--- src/rtl/bomb_countdown.sv ---
// Bomb fuse countdown: holds the remaining time as BCD MM:SS, drives the
// one-second timer controls, and walks IDLE -> ARMED -> DEFUSED/EXPLODED.
module bomb_countdown #(
  parameter int unsigned WARN_SECONDS = 10
) (
  input  logic        clk,
  input  logic        sync_reset,
  input  logic        load,
  input  logic [15:0] load_digits,
  input  logic        arm,
  input  logic        disarm,
  input  logic        second_elapsed,
  input  logic        half_second_elapsed,
  output logic        timer_enable,
  output logic        timer_clear,
  output logic [15:0] count_digits,
  output logic        blink,
  output logic        warning,
  output logic        armed,
  output logic        defused,
  output logic        exploded,
  output logic        load_error
);

  typedef enum logic [1:0] {
    IDLE,
    ARMED,
    DEFUSED,
    EXPLODED
  } state_t;

  localparam logic [6:0] WARN_LIMIT = 7'(WARN_SECONDS);

  state_t      state_q;
  state_t      state_d;
  logic [15:0] count_q;
  logic [15:0] count_d;
  logic        blink_q;
  logic        blink_d;
  logic        load_error_q;
  logic        load_error_d;

  logic        load_valid;
  logic        count_is_zero;
  logic        count_is_one;
  logic [6:0]  seconds_value;
  logic [15:0] count_decremented;

  // One-second BCD decrement with borrow through seconds and minutes.
  // Callers never pass 00:00, so the minute borrow cannot underflow.
  function automatic logic [15:0] bcd_decrement(input logic [15:0] value);
    logic [3:0] min_tens;
    logic [3:0] min_units;
    logic [3:0] sec_tens;
    logic [3:0] sec_units;
    min_tens  = value[15:12];
    min_units = value[11:8];
    sec_tens  = value[7:4];
    sec_units = value[3:0];
    if (sec_units != 4'd0) begin
      sec_units = sec_units - 4'd1;
    end else begin
      sec_units = 4'd9;
      if (sec_tens != 4'd0) begin
        sec_tens = sec_tens - 4'd1;
      end else begin
        sec_tens = 4'd5;
        if (min_units != 4'd0) begin
          min_units = min_units - 4'd1;
        end else begin
          min_units = 4'd9;
          min_tens  = min_tens - 4'd1;
        end
      end
    end
    return {min_tens, min_units, sec_tens, sec_units};
  endfunction

  // Decode helpers: load validity, terminal-count detection and the
  // seconds field as a binary number for the warning threshold.
  always_comb begin
    load_valid = (load_digits[15:12] <= 4'd9) &&
                 (load_digits[11:8]  <= 4'd9) &&
                 (load_digits[7:4]   <= 4'd5) &&
                 (load_digits[3:0]   <= 4'd9);
    count_is_zero     = (count_q == 16'h0000);
    count_is_one      = (count_q == 16'h0001);
    seconds_value     = ({3'b000, count_q[7:4]} * 7'd10) + {3'b000, count_q[3:0]};
    count_decremented = bcd_decrement(count_q);
  end

  // Next-state, next-count and blink/load-error logic for every state.
  always_comb begin
    state_d      = state_q;
    count_d      = count_q;
    blink_d      = blink_q;
    load_error_d = 1'b0;

    case (state_q)
      IDLE: begin
        blink_d = 1'b0;
        if (load) begin
          // A load wins over a simultaneous arm; the arm is dropped.
          if (load_valid) begin
            count_d = load_digits;
          end else begin
            load_error_d = 1'b1;
          end
        end else if (arm && !count_is_zero) begin
          state_d = ARMED;
          blink_d = 1'b0;
        end
      end

      ARMED: begin
        if (half_second_elapsed) begin
          blink_d = ~blink_q;
        end
        if (disarm) begin
          // Disarm beats the tick, even the one that would reach 00:00.
          state_d = DEFUSED;
          blink_d = 1'b0;
        end else if (second_elapsed) begin
          if (count_is_one) begin
            count_d = 16'h0000;
            state_d = EXPLODED;
            blink_d = 1'b1;
          end else if (!count_is_zero) begin
            count_d = count_decremented;
          end
        end
      end

      DEFUSED: begin
        blink_d = 1'b0;
      end

      EXPLODED: begin
        blink_d = 1'b1;
      end

      default: begin
        state_d = IDLE;
        count_d = 16'h0000;
        blink_d = 1'b0;
      end
    endcase
  end

  // State, count, blink and load-error registers with synchronous reset.
  always_ff @(posedge clk) begin
    if (sync_reset) begin
      state_q      <= IDLE;
      count_q      <= 16'h0000;
      blink_q      <= 1'b0;
      load_error_q <= 1'b0;
    end else begin
      state_q      <= state_d;
      count_q      <= count_d;
      blink_q      <= blink_d;
      load_error_q <= load_error_d;
    end
  end

  // Output decode: timer controls, status flags and the warning window.
  always_comb begin
    timer_enable = (state_q == ARMED);
    timer_clear  = (state_q != ARMED);
    armed        = (state_q == ARMED);
    defused      = (state_q == DEFUSED);
    exploded     = (state_q == EXPLODED);
    count_digits = count_q;
    blink        = blink_q;
    load_error   = load_error_q;
    warning      = (state_q == ARMED) &&
                   (count_q[15:8] == 8'h00) &&
                   (seconds_value < WARN_LIMIT);
  end

endmodule

--- config.mk ---
export PLATFORM = sky130hd
export DESIGN_NAME = bomb_countdown
export DESIGN_NICKNAME = d
export VERILOG_FILES = /design/src/rtl/bomb_countdown.sv
export SDC_FILE = /design/constraint.sdc
export NUM_CORES = 1
export LEC_CHECK = 0
export CAP_MARGIN = 20
export CORE_MARGIN = 4
export CORE_UTILIZATION = 45
export CTS_BUF_LIST = sky130_fd_sc_hd__clkbuf_4 sky130_fd_sc_hd__clkbuf_8
export DETAILED_ROUTE_END_ITERATION = 12
export GPL_TIMING_DRIVEN = 0
export PLACE_DENSITY = 0.8
export SLEW_MARGIN = 20
export SYNTH_ARGS = -nofsm -noshare
export SYNTH_HDL_FRONTEND = slang
export SYNTH_SLANG_ARGS = --single-unit
--- constraint.sdc ---
create_clock -name clk -period 2.3 [get_ports clk]
set_input_delay 0.46 -clock clk [delete_from_list [all_inputs] [get_ports clk]]
set_output_delay 0.46 -clock clk [all_outputs]
set_load 0.1 [all_outputs]
==> flow_metrics.py, run 1 <==
metrics = {
    "cells_and_area": {
        "regArea_um2": 447,
        "area_growth_pct": 60.4,
        "drive_above_1_share_pct": 37.4,
        "num_antenna_cells": 0,
        "layout.cells.most_common_list": "clkdlybuf4s50_1 (32), buf_4 (22), nand2_1 (20)",
        "finalNetCount": 318,
        "nFillCells": 251,
        "multi_input_comb_area_mm2": 0.00140,
        "design_area_mm2": 0.00274,
        "final_common_cell": "clkdlybuf4s50_1",
    },
    "synthesis": {
        "async_reset_ff_share_pct": 0,
        "synth-edff-count": 0,
        "synthTopCellsByArea": "dfxtp_1 (23%), ha_1 (8.1%), nand2_1 (4.6%), inv_1 (4.0%), o31ai_1 (4.0%)",
        "synthDistinctLibCells": 56,
        "synth_seq_cells": 20,
        "synth_warnings": 0,
        "synth.cell_area_mm2": 0.00171,
        "synth.yosys.seq_area_share_pct": 23.4,
        "syn_nets": 246,
        "netlist.area_leader.share_pct": 23.4,
        "avgSynthCellArea_um2": 8.13,
        "synthFlopType": "dfxtp_1",
        "synthCells": 210,
        "synth_top_area_cell": "dfxtp_1",
    },
    "timing": {
        "maxSlewHeadroom_pct": 34.6,
        "fin_ws_ns": -0.669,
        "slew_viol_final": 0,
        "min_period_ns": 2.97,
        "tightest_slew_ns": 0.978,
        "fin_skew_ns": 0.00753,
        "setup_violations": 18,
        "fmax_mhz": 337,
        "finalCritPeriodShare_pct": 129,
        "rsz0062_at_grt": "yes",
        "hold_viol_final": 0,
    },
    "floorplan": {
        "fp.dieH_um": 69.6,
        "die_x_um": 69.6,
        "die_area_mm2": 0.00484,
        "initial_core_util_pct": 46.7,
        "row_count": 22,
        "core_area_mm2": 0.00366,
        "ios": 47,
    },
    "drt": {
        "top_layer": "met4",
        "dr.pass1.iters": 5,
        "routed_via_density": 6.17,
        "drt_iter0_markers": 155,
        "via_count": 2029,
        "drc": 0,
        "wl_met1_mm": 2.42,
        "drtAntennaViolNets": 0,
        "wl_met3_um": 451,
        "routedWlPerCell_um": 18.1,
        "wl_mm": 5.94,
        "routed-wl-met2_mm": 2.87,
    },
    "worst_setup_path": {
        "worstReg2RegStart": "count_digits[5]",
        "timing_worst_setup_path_type": "reg -> out",
        "r2r_cells": 9,
        "worstPathMaxFanout": 2,
        "cp-end-kind": "output port",
        "worstPathArrival_ns": 2.51,
        "cp.required_ns": 1.84,
        "reg2reg_setup_slack_ns": -0.13,
        "start_kind": "flip-flop",
        "worstReg2RegEnd": "count_digits[14]",
    },
    "clock_tree": {
        "clockBufferDepth": 2,
        "cts_buffers": 3,
        "htreeDepth": 1,
        "cts_sinks": 20,
        "cts_root_buf": "clkbuf_8",
        "clk-insertion-delay-late_ns": 0.28,
        "holdBufCountCts": 0,
        "clk_transition_reported_paths_ns": 0.08,
        "cts_tree": "built",
    },
    "global_routing": {
        "grt_pass1_vias": 1915,
        "grtUsageTotal_pct": 23.3,
        "antenna_found_initial": 0,
        "grt_pass1_wl_mm": 9.25,
        "overflow": 0,
        "grt_start_max_net_pins": 12,
    },
    "job": {
        "drv_cap": 0,
    },
    "hold_path": {
        "hold_end": "count_digits[11]",
        "whs_path_depth": 2,
        "hold_path.class": "reg -> reg",
        "hold_start": "count_digits[11]",
    },
    "placed_design": {
        "place_area_mm2": 0.00230,
        "dp_slack_ns": -1.45,
        "port_buffers": 45,
        "gp_congestion": 0.896,
        "hpwl_mm": 3.72,
    },
    "outcome": {
        "violations": "negative setup slack",
        "status": "complete, but fails checks",
    },
    "pwr": {
        "p_per_area_mw_per_mm2": 653,
        "leakage_nw": 1.14,
        "ir_worst_vdd_uv": 364,
    },
}
==> worst max path at each step <==
stage / startpoint / endpoint / slack, ns / depth (start not counted)
global placement: count_digits[7] / warning / -1.40 / 10
detailed placement: count_digits[7] / warning / -1.45 / 10
CTS: count_digits[7] / warning / -0.65 / 10
finish: count_digits[7] / warning / -0.67 / 9
floorplan: count_digits[7] / warning / -1.13 / 9
global route: count_digits[7] / warning / -0.73 / 9
==> flip-flops by register name (all words and copies together) (netlist names) <==
register	cells
count_digits	16
state_q	2
blink	1
load_error	1
==> cell families after synthesis <==
family,count (synthesis),share of synthesized area (%)
compound gates,74,32.9
xor+xnor,3,1.54
fa+ha+maj,13,10.4
buf+inv,31,7.98
flops,20,23.4
mux,3,1.83
simple gates,66,21.9
==> routing by layer <==
layer / global-route usage [%] / vias to the layer above
met5: 0 / -
met4: 9.54 / 0
met3: 3.77 / 23
met2: 38.6 / 117
met1: 30.0 / 956
li1: - / 933
==> what timing repair did <==
item,CTS,global route
setup buffers,18,5
gates resized for setup,63,26
endpoints found under the setup margin,23,22
pin swaps,13,5
cloned,1,0
==> synthesized netlist by cell type (2+ instances only) <==
| master | number |
|---|---|
| a211oi_1 | 6 |
| a21o_1 | 4 |
| a21oi_1 | 12 |
| a22oi_1 | 2 |
| a311oi_1 | 2 |
| a31oi_1 | 4 |
| a32oi_1 | 3 |
| and2_1 | 2 |
| buf_6 | 2 |
| clkbuf_1 | 8 |
| dfxtp_1 | 20 |
| fa_1 | 2 |
| ha_1 | 11 |
| inv_1 | 18 |
| mux2i_1 | 2 |
| nand2_1 | 21 |
| nand3_1 | 3 |
| nand4_1 | 2 |
| nor2_1 | 10 |
| nor2b_1 | 4 |
| nor3_1 | 6 |
| nor3b_1 | 2 |
| nor4b_1 | 2 |
| o2111ai_1 | 2 |
| o211a_1 | 4 |
| o21ai_0 | 8 |
| o21bai_1 | 3 |
| o31ai_1 | 9 |
| o32ai_1 | 3 |
| or3_1 | 2 |
| or3b_1 | 2 |
| or3b_2 | 3 |
| xor2_1 | 3 |
==> per-stage QoR <==
stage	setup TNS (ns)	hold WS (ns)	total power [mW]	util [%]	instances
after global routing	-2.80	0.546	1.86	74.8	329
after floorplan	-2.41	0.557	1.08	-	210
after CTS	-2.30	0.511	1.68	71.5	324
final	-1.73	0.521	1.79	74.8	329
after global placement	-6.24	0.483	1.28	62.9	303
after detailed placement	-6.67	0.499	1.29	62.9	303
==> worst max-delay path: stages (launching register included) <==
cell,delay (ns)
dfxtp_4,0.37
ha_4,0.25
ha_1,0.15
inv_2,0.04
fa_2,0.54
nand2_2,0.07
o32ai_2,0.22
a31oi_2,0.15
nor4_4,0.18
buf_6,0.26
==> area by class of cell <==
class	instances	share of cell area, %
Tap cell	48	2.19
Multi-Input combinational cell	159	51.2
Sequential cell	20	16.3
Timing Repair Buffer	69	23.3
Buffer	10	2.15
Inverter	19	2.83
Clock buffer	4	2.01
==> power by group <==
group | total (mW) | internal (mW) | switching [mW]
clock | 0.289 | 0.153 | 0.135
combinational | 1.09 | 0.408 | 0.677
sequential | 0.414 | 0.373 | 0.0412
total | 1.79 | 0.934 | 0.854
(Power assumes the default switching activity.)
==> run 2, diff against run 1 <==
--- a/config.mk
+++ b/config.mk
@@ -5,10 +5,11 @@
 export SDC_FILE = /design/constraint.sdc
 export NUM_CORES = 1
 export LEC_CHECK = 0
+export ABC_AREA = 1
 export CAP_MARGIN = 20
 export CORE_MARGIN = 4
 export CORE_UTILIZATION = 45
-export CTS_BUF_LIST = sky130_fd_sc_hd__clkbuf_4 sky130_fd_sc_hd__clkbuf_8
+export CTS_BUF_LIST = sky130_fd_sc_hd__clkbuf_8
 export DETAILED_ROUTE_END_ITERATION = 12
 export GPL_TIMING_DRIVEN = 0
 export PLACE_DENSITY = 0.8
==> run 2 against run 1 <==
The run still ends with negative setup slack left. Setup slack improved by 0.20 ns. Clock skew fell by 0.0039 ns. Die area fell by 1.9%. Non-clock buffer count fell by 23. Utilization fell by 6.0 points.
==> flow_metrics.py, run 2 <==
metrics = {
    "global_routing": {
        "grt_start_max_net_pins": 12,
        "grt_pass1_vias": 1730,
        "antenna_found_initial": 0,
        "grt_pass1_wl_mm": 7.52,
        "overflow": 0,
        "grtUsageTotal_pct": 21.1,
    },
    "timing": {
        "rsz0062_at_grt": "yes",
        "fmax_mhz": 361,
        "hold_viol_final": 0,
        "tightest_slew_ns": 0.969,
        "setup_violations": 1,
        "finalCritPeriodShare_pct": 120,
        "maxSlewHeadroom_pct": 35.2,
        "fin_ws_ns": -0.471,
        "min_period_ns": 2.77,
        "fin_skew_ns": 0.00362,
        "hold-worst-slack_ns": 0.507,
        "slew_viol_final": 0,
        "finalSetupTns_ns": -0.471,
    },
    "drt": {
        "dr.pass1.iters": 4,
        "routedWlPerCell_um": 12.2,
        "wl_mm": 4.46,
        "routed_via_density": 5.00,
        "drtAntennaViolNets": 0,
        "drt_iter0_markers": 105,
        "drc": 0,
        "via_count": 1819,
    },
    "synthesis": {
        "netlist.area_leader.share_pct": 24.0,
        "avgSynthCellArea_um2": 6.38,
        "synthFlopType": "dfxtp_1",
        "synth_top_area_cell": "dfxtp_1",
        "synth_warnings": 0,
        "synthCells": 262,
        "synth_seq_cells": 20,
        "synthDistinctLibCells": 28,
        "synth.yosys.seq_area_share_pct": 24.0,
        "async_reset_ff_share_pct": 0,
        "synthMostInstantiatedCell": "nand2_1",
        "synth-edff-count": 0,
        "synth.cell_area_mm2": 0.00167,
        "synth_commonest_cells": "nand2_1 (59), inv_1 (39), nor2_1 (34)",
        "synthTopCellsByArea": "dfxtp_1 (24%), nand2_1 (13%), inv_1 (8.8%), ha_1 (8.2%), o21ai_0 (8.1%)",
        "syn_nets": 298,
    },
    "placed_design": {
        "hpwl_mm": 3.43,
        "gp_congestion": 0.887,
        "dp_slack_ns": -1.26,
        "port_buffers": 46,
    },
    "cells_and_area": {
        "final_common_cell": "nand2_1",
        "drive_above_1_share_pct": 17.6,
        "finalNetCount": 355,
        "multi_input_comb_area_mm2": 0.00116,
        "largest_reg_flops": 16,
        "layout.cells.most_common_list": "nand2_1 (59), inv_1 (38), nor2_1 (34)",
        "regArea_um2": 425,
        "area_growth_pct": 42.8,
        "num_antenna_cells": 0,
        "nFillCells": 316,
    },
    "hold_path": {
        "hold_end": "count_digits[13]",
        "hold_path.class": "reg -> reg",
        "hold_start": "count_digits[13]",
        "whs_path_depth": 2,
    },
    "clock_tree": {
        "cts_sinks": 20,
        "cts_tree": "built",
        "cts_root_buf": "clkbuf_8",
        "clk-insertion-delay-late_ns": 0.27,
        "cts_buffers": 3,
        "clockBufferDepth": 2,
        "clk_transition_reported_paths_ns": 0.08,
        "htreeDepth": 1,
    },
    "worst_setup_path": {
        "worstPathMaxFanout": 2,
        "r2r_cells": 12,
        "cp.required_ns": 1.84,
        "worstReg2RegEnd": "count_digits[10]",
        "worstReg2RegStart": "count_digits[5]",
        "timing_worst_setup_path_type": "reg -> out",
        "reg2reg_setup_slack_ns": 0.36,
        "worstPathArrival_ns": 2.31,
        "cp-end-kind": "output port",
        "start_kind": "flip-flop",
    },
    "outcome": {
        "status": "complete, but fails checks",
        "violations": "negative setup slack",
    },
    "floorplan": {
        "initial_core_util_pct": 48.2,
        "row_count": 21,
        "ios": 47,
        "die_x_um": 68.9,
        "core_area_mm2": 0.00347,
        "fp.dieH_um": 68.9,
        "die_area_mm2": 0.00475,
    },
    "job": {
        "drv_cap": 0,
    },
}
[run 2: changes by cell type in the layout (fill, tap and decap cells not counted), sizes merged, moves of 5 or more]
cell    change
a211oi      -7
buf        -19
clkbuf      -7
inv        +26
nand2      +42
nand3      +12
nor2       +32
o21ai      +21
o31ai       -8
or3b        -5
xnor2       +6
[run 2: logic make-up after synthesis]
family	share of synthesized area, %
fa+ha+maj	10.6
simple gates	35.4
compound gates	13.6
buf+inv	11.2
flops	24.0
xor+xnor	5.24
[run 2: what timing repair did]
item                                    4_1_cts  5_1_grt
hold buffers                                  0        0
setup buffers                                 6        0
gates resized for setup                      27       10
endpoints found under the setup margin        7        9
pin swaps                                     3        1
[run 2: worst max-delay path by stage]
| stage | cells after the start | endpoint | startpoint |
|---|---|---|---|
| 3_5_place_dp | 9 | warning | count_digits[7] |
| 6_report | 8 | warning | count_digits[5] |
| 2_1_floorplan | 8 | warning | count_digits[7] |
| 4_1_cts | 9 | warning | count_digits[7] |
| 3_3_place_gp | 9 | warning | count_digits[7] |
| 5_1_grt | 9 | warning | count_digits[5] |
[run 2: stage by stage]
step,std cells,cell area (um^2),util (%)
CTS,364,2380,68.7
global placement,354,2270,65.5
floorplan,262,1760,-
finish,364,2390,68.8
detailed placement,354,2270,65.5
global route,364,2390,68.8
[run 2: critical path, stage by stage, from the launching register on]
cell,delay (ns)
dfxtp_4,0.36
ha_4,0.27
ha_4,0.12
inv_2,0.03
fa_1,0.46
buf_4,0.16
xnor2_1,0.15
nor4_4,0.23
buf_6,0.26
[run 2: final cells by class]
class	count	area share, %
plain buffers	4	0.891
clock buffers	4	2.31
flip-flops and latches	20	17.8
repair buffers	52	21.1
multi-input cells	194	48.5
well taps	46	2.41
inverters	44	6.92
[run 2: layer usage]
metal / vias to the layer above / GRT usage (%) / wire length (um)
met1: 815 / 25.6 / 1840
met2: 54 / 37.7 / 2300
li1: 943 / - / -
met3: 7 / 3.08 / 256
met5: - / 0 / 0
met4: 0 / 7.30 / 60
Power of run 2 is not shown: default switching activity piles up to over one toggle a cycle in this logic, so the estimate is an artifact.
